`src/rtl/h_bridge_status_pio_if.sv`:
```
// Avalon-MM slave bus bundle for the H-bridge status input port.
// The master drives address and write strobes; the slave returns read data and irq.
interface h_bridge_status_pio_if;
  logic [1:0]  address;
  logic        chipselect;
  logic        write_n;
  logic [31:0] writedata;
  logic [31:0] readdata;
  logic        irq;

  modport master (
    output address, chipselect, write_n, writedata,
    input  readdata, irq
  );

  modport slave (
    input  address, chipselect, write_n, writedata,
    output readdata, irq
  );
endinterface

```
`src/rtl/h_bridge_status_pio.sv`:
```
// H-bridge status input port: per-bit 2-flop sync, debounce, sticky edge capture,
// and a maskable level interrupt, read over an Avalon-MM slave.
module h_bridge_status_pio #(
  parameter int WIDTH           = 3,
  parameter int DEBOUNCE_CYCLES = 16,
  parameter int EDGE_TYPE       = 0
) (
  input  logic                   clk,
  input  logic                   reset,
  h_bridge_status_pio_if.slave   bus,
  input  logic [WIDTH-1:0]       in_port
);

  // A one-cycle filter still needs a 1-bit counter so the compare below stays legal.
  localparam int CNT_W = (DEBOUNCE_CYCLES > 1) ? $clog2(DEBOUNCE_CYCLES) : 1;
  localparam logic [CNT_W-1:0] CNT_LAST = CNT_W'(DEBOUNCE_CYCLES - 1);

  logic [WIDTH-1:0] sync_1;
  logic [WIDTH-1:0] sync_s;
  logic [WIDTH-1:0] deb;
  logic [WIDTH-1:0] deb_nxt;
  logic [WIDTH-1:0] irqmask;
  logic [WIDTH-1:0] edgecapture;
  logic [WIDTH-1:0] edge_set;
  logic [WIDTH-1:0] clr_mask;
  logic [CNT_W-1:0] cnt     [WIDTH];
  logic [CNT_W-1:0] cnt_nxt [WIDTH];
  logic             wr;
  logic             unused_wdata;

  assign wr           = bus.chipselect & ~bus.write_n;
  assign unused_wdata = ^bus.writedata;

  always_comb begin
    deb_nxt = deb;
    for (int i = 0; i < WIDTH; i++) begin
      cnt_nxt[i] = '0;
      if (sync_s[i] != deb[i]) begin
        if (cnt[i] == CNT_LAST) deb_nxt[i] = sync_s[i];
        else                    cnt_nxt[i] = cnt[i] + 1'b1;
      end
    end
  end

  always_comb begin
    case (EDGE_TYPE)
      0:       edge_set = deb_nxt & ~deb;
      1:       edge_set = ~deb_nxt & deb;
      default: edge_set = deb_nxt ^ deb;
    endcase
  end

  assign clr_mask = (wr && bus.address == 2'd3) ? bus.writedata[WIDTH-1:0] : '0;

  always_ff @(posedge clk or posedge reset) begin
    if (reset) begin
      sync_1      <= '0;
      sync_s      <= '0;
      deb         <= '0;
      cnt         <= '{default: '0};
      irqmask     <= '0;
      edgecapture <= '0;
    end else begin
      sync_1 <= in_port;
      sync_s <= sync_1;
      deb    <= deb_nxt;
      cnt    <= cnt_nxt;
      if (wr && bus.address == 2'd2) irqmask <= bus.writedata[WIDTH-1:0];
      // A new edge in the same cycle as its clear keeps the bit set.
      edgecapture <= (edgecapture & ~clr_mask) | edge_set;
    end
  end

  always_comb begin
    bus.readdata = '0;
    case (bus.address)
      2'd0:    bus.readdata[WIDTH-1:0] = deb;
      2'd2:    bus.readdata[WIDTH-1:0] = irqmask;
      2'd3:    bus.readdata[WIDTH-1:0] = edgecapture;
      default: bus.readdata = '0;
    endcase
  end

  assign bus.irq = |(edgecapture & irqmask);

endmodule

```
`src/flat_wrapper.sv`:
```
// flat-port wrapper written by rule: the top's interface ports become plain ports
module h_bridge_status_pio_flat 
#(
  parameter int WIDTH           = 3,
  parameter int DEBOUNCE_CYCLES = 16,
  parameter int EDGE_TYPE       = 0
)
  (clk, reset, in_port, bus_address, bus_chipselect, bus_write_n, bus_writedata, bus_readdata, bus_irq);
  h_bridge_status_pio_if bus_i ();
  input  logic clk;
  input  logic reset;
  input  logic [WIDTH-1:0] in_port;
  input wire logic [$bits(bus_i.address)-1:0] bus_address;
  input wire logic [$bits(bus_i.chipselect)-1:0] bus_chipselect;
  input wire logic [$bits(bus_i.write_n)-1:0] bus_write_n;
  input wire logic [$bits(bus_i.writedata)-1:0] bus_writedata;
  output wire logic [$bits(bus_i.readdata)-1:0] bus_readdata;
  output wire logic [$bits(bus_i.irq)-1:0] bus_irq;
  assign bus_i.address = bus_address;
  assign bus_i.chipselect = bus_chipselect;
  assign bus_i.write_n = bus_write_n;
  assign bus_i.writedata = bus_writedata;
  assign bus_readdata = bus_i.readdata;
  assign bus_irq = bus_i.irq;
  h_bridge_status_pio #(.WIDTH(WIDTH), .DEBOUNCE_CYCLES(DEBOUNCE_CYCLES), .EDGE_TYPE(EDGE_TYPE)) u_core (.clk(clk), .reset(reset), .bus(bus_i), .in_port(in_port));
endmodule
```
`config.mk`:
```
export PLATFORM = sky130hd
export DESIGN_NAME = h_bridge_status_pio_flat
export DESIGN_NICKNAME = d
export VERILOG_FILES = /design/src/rtl/h_bridge_status_pio_if.sv /design/src/rtl/h_bridge_status_pio.sv /design/src/flat_wrapper.sv
export SDC_FILE = /design/constraint.sdc
export NUM_CORES = 1
export LEC_CHECK = 0
export ABC_AREA = 1
export CAP_MARGIN = 20
export CORE_ASPECT_RATIO = 1.25
export CORE_MARGIN = 2
export CORE_UTILIZATION = 25
export CTS_CLUSTER_DIAMETER = 100
export DETAILED_ROUTE_END_ITERATION = 8
export GPL_ROUTABILITY_DRIVEN = 0
export MAX_ROUTING_LAYER = met4
export SETUP_SLACK_MARGIN = 0.2
export SYNTH_ARGS = -nofsm -noshare
export SYNTH_HDL_FRONTEND = slang
export SYNTH_SLANG_ARGS = --single-unit
```
`constraint.sdc`:
```
create_clock -name clk -period 1.2 [get_ports clk]
set_input_delay 0.24 -clock clk [delete_from_list [all_inputs] [get_ports clk]]
set_output_delay 0.24 -clock clk [all_outputs]
set_load 0.03 [all_outputs]
```
Word-level counts from Yosys, hierarchy flattened --
Cells that the tools add are included. Widths: inputs -> output; s select.
Cells by class: mux-type cells 14, add/subtract/negate cells 3, eq/ne operators 8, bitwise logic cells 8, reduce and logical (&&, ||, !) cells 4
Operators with widths (number):
- $mux 4 | 6
- $add 4x1->4 const B | 3
- $eq 4x4->1 const B | 3
- $and 3x3->3 | 3
- $pmux 3 s3 | 1
- $mux 1 | 6
- $not 3->3 | 2
- $eq 2x2->1 const B | 2
- $mux 3 | 1
- $ne 1x1->1 | 3
- $or 3x3->3 | 1
- $reduce_or 3->1 | 1
- $logic_and 1x1->1 | 2
- $logic_not 2->1 | 1
- $and 1x1->1 | 1
- $not 1->1 | 1
Storage, ports and cells: register bits 27, logic and storage cells 45, input port bits 41

Longest topological paths before layout --
depth after elaboration 7, depth in mapped cells 6, gate-level depth less buffers 6

Worst setup path before layout --
OpenSTA, ideal clock, no wires.
path kind reg2reg, start point register u_core.cnt[0] (netlist name), end point register u_core.cnt[2] (netlist name), setup time 114 ps, data required time 1086 ps, arrival 989 ps, clock period less this slack 1103 ps, path buffers 0, setup slack 97 ps, stages on the path, launching flop included 5, cells stage by stage dfrtp_1 -> ha_1 -> or2_2 -> nand3_1 -> inv_1
RTL lines:
- start: declaration | RTL line h_bridge_status_pio.sv:26 | logic [CNT_W-1:0] cnt [WIDTH];
- start signal: assignment | RTL line h_bridge_status_pio.sv:67 | cnt <= cnt_nxt;

Final worst setup path --
start point register u_core.deb[0], end point output port bus_readdata[0]
Between the ends: longest elaborated chain between the ends 1
RTL lines:
- start: declaration | RTL line h_bridge_status_pio.sv:20 | logic [WIDTH-1:0] deb;
- start signal: assignment | RTL line h_bridge_status_pio.sv:66 | deb <= deb_nxt;
- $pmux 3 s3 | RTL line h_bridge_status_pio.sv:76 | case (bus.address)
- end: declaration | RTL line flat_wrapper.sv:17 | output wire logic [$bits(bus_i.readdata)-1:0] bus_readdata;
Every way passes these cells.

==> impl_metrics.toml <==
[floorplanning]
die_h_um = 88.2
start_util = 0.260
dieArea_um2 = 6290
core-area_um2 = 5440
rows = 30
ios = 74
die_w_um = 71.3

[setup_path]
end_kind = "primary output"
reg2reg_to = "u_core.cnt[3]"
crit_buf_inv = 1
path_cells = "nand2_1, nand3_2, buf_6"
worstPathMaxFanout = 2
cpPeakStageDelay_ns = 0.41
slowest_stage = "dfrtp_1"
r2r_setup_slack_ns = 0.12
rr_worst_depth = 7
reg2reg_from = "u_core.deb[2]"
critical_path_class = "reg -> out"
crit_family = "flip-flops"
startpoint_type = "register"
worstPathArrival_ns = 1.00
required_ns = 0.96

[route]
drt-pass1-iter-count = 4
drt_iter0_markers = 93
vias_per_cell = 4.01
totalWireLength_mm = 2.48
ant_nets = 0
vias = 1063
wl_per_cell_um = 9.35
drc = 0

[grt]
track_usage = 0.0816
grt_pass1_wl_mm = 4.00
antenna_found_initial = 0
grt_overflow = 0
first_global_vias = 968
grt_max_degree = 28

[sta]
finalMaxSlewViolations = 0
layout_setup_ws_ns = -0.0363
grt_setup_unrepaired = "yes"
clock-skew-final_ns = 0.00468
min_period_ns = 1.24
finalSetupTns_ns = -0.0955
final_hold_viol_count = 0
fmax_ghz = 0.809
setup_viol = 4
layout_worst_path_cycle_share = 1.03

[layout]
nets = 246
n_antenna_cell = 0
multi_input_area_um2 = 716
fillCellCount = 539
stdcell_area_um2 = 1880
drive_gt1_frac = 0.289
area_delta_synth_final_pct = 32.9
seq_area_um2 = 676

[clock_network]
htree_levels = 1
cts.path.max_buffers = 2
clock_latency_ns = 0.27
ctsRootBufferMaster = "clkbuf_8"
cts_hold_buf = 0
numCtsBuffers = 3
cts_tree = "done"
clock_sinks = 27
clkSlewWorstSetupHoldPaths_ns = 0.09

[yosys]
synth_top_area_cell = "dfrtp_1"
yosysTopAreaCellShare = 0.477
netlist_top_cells_area = "dfrtp_1 48%, buf_4 15%, nand2_1 12%"
netlist_instances = 165
yosysWarnings = 0
synth_area_um2 = 1420
ys_seq_area_frac = 0.477
avgSynthCellArea_um2 = 8.58
ys_seq_elements = 27
synth_cell_types = 20

[placement]
hpwl_mm = 1.70
placed_area_um2 = 1570
io_buffers = 15

[power]
leakagePower_nw = 0.935
power.density_nw_per_um2 = 1090
ir_drop_uv = 463

[hold_path]
worst_hold_path_type = "in -> async"

[run]
maxCapViolCount = 0

[outcome]
violations = "setup timing"
status = "complete, but fails checks"
-- flip-flops by register name, summed over array words and instances, names as in the netlist --
register and cells:
u_core.cnt 12, u_core.sync_1 3, u_core.sync_s 3, u_core.edgecapture 3
u_core.irqmask 3, u_core.deb 3
-- worst max-delay path by stage --
stage	startpoint	end	slack, ns	cells after the start
global placement	bus_address[0]	bus_readdata[0]	-0.35	6
floorplan	u_core.cnt[8]	u_core.cnt[8]	0.21	6
global route	u_core.irqmask[0]	bus_readdata[0]	-0.09	3
detailed placement	bus_address[0]	bus_readdata[1]	-0.35	6
finish	u_core.deb[0]	bus_readdata[0]	-0.04	3
CTS	u_core.irqmask[1]	bus_irq	-0.04	3
-- placed cells by master, fill, tap and decap left out, drive strengths merged --
cell,instances
o21ai,3
xnor2,1
a21oi,1
a21boi,2
clkinv,1
buf,22
nand2,45
nand4,1
nor2,14
inv,14
clkdlybuf4s50,9
or2,3
dfrtp,27
clkbuf,4
and2,1
clkdlybuf4s15,1
xor2,1
nand3,19
conb,29
ha,3
-- Yosys cell counts --
cell,instances
dfrtp_1,27
inv_1,14
nor2_1,11
nand3_2,2
and2_2,1
xnor2_1,1
o21ai_0,3
nand3_1,17
nor2_4,2
a21boi_0,2
nand2_1,45
or2_2,1
conb_1,1
nand4_1,1
ha_1,3
buf_4,29
or2_0,2
nor2_2,1
a21oi_1,1
xor2_1,1
-- tightest hold or removal path: stages --
cell	delay, ns
clkdlybuf4s50_1	0.39
inv_1	0.09
buf_12	0.19
-- report_power, final --
part / switching (mW) / total [mW] / internal [mW]
combinational: 0.301 / 0.504 / 0.203
sequential: 0.0646 / 1.05 / 0.981
clock: 0.277 / 0.510 / 0.233
total: 0.642 / 2.06 / 1.42
-- through the flow --
step | hold WS [ns] | std cells | worst slack, ns | util | power [mW]
after floorplan | 0.271 | 193 | 0.211 | - | 1.40
after global placement | 0.337 | 246 | -0.354 | 0.288 | 1.45
after detailed placement | 0.340 | 246 | -0.347 | 0.288 | 1.45
after CTS | 0.283 | 258 | -0.0384 | 0.317 | 2.01
after global routing | 0.323 | 265 | -0.0923 | 0.346 | 2.17
final | 0.283 | 265 | -0.0363 | 0.346 | 2.06
-- kinds of logic after synthesis --
| family | count (synthesis) | synth area share |
|---|---|---|
| simple gates | 83 | 0.266 |
| buf+inv | 43 | 0.191 |
| flops | 27 | 0.477 |
| compound gates | 6 | 0.0247 |
| fa+ha+maj | 3 | 0.0265 |
| xor+xnor | 2 | 0.0124 |
| other cells | 1 | 0.00265 |
-- repair_timing --
| action | in CTS | in global routing |
|---|---|---|
| pin swaps | 9 | 20 |
| endpoints found under the setup margin | 15 | 19 |
| resized for setup | 18 | 27 |
| setup buffers | 8 | 7 |
-- area by class of cell --
cell class / count / share of cell area
flip-flops and latches: 27 / 0.359
well taps: 64 / 0.0426
clock inverters: 1 / 0.00266
clock buffers: 3 / 0.0219
multi-input cells: 123 / 0.380
inverters: 14 / 0.0293
repair buffers: 33 / 0.164
-- routing by layer --
metal | global-route usage | up-vias | share of wire
met5 | - | - | 0
met4 | 0.0309 | 0 | 0.014
met3 | 0.0184 | 4 | 0.055
met1 | 0.0818 | 496 | 0.39
met2 | 0.152 | 37 | 0.54
li1 | - | 526 | -
Power figures use the tool's default switching activity.
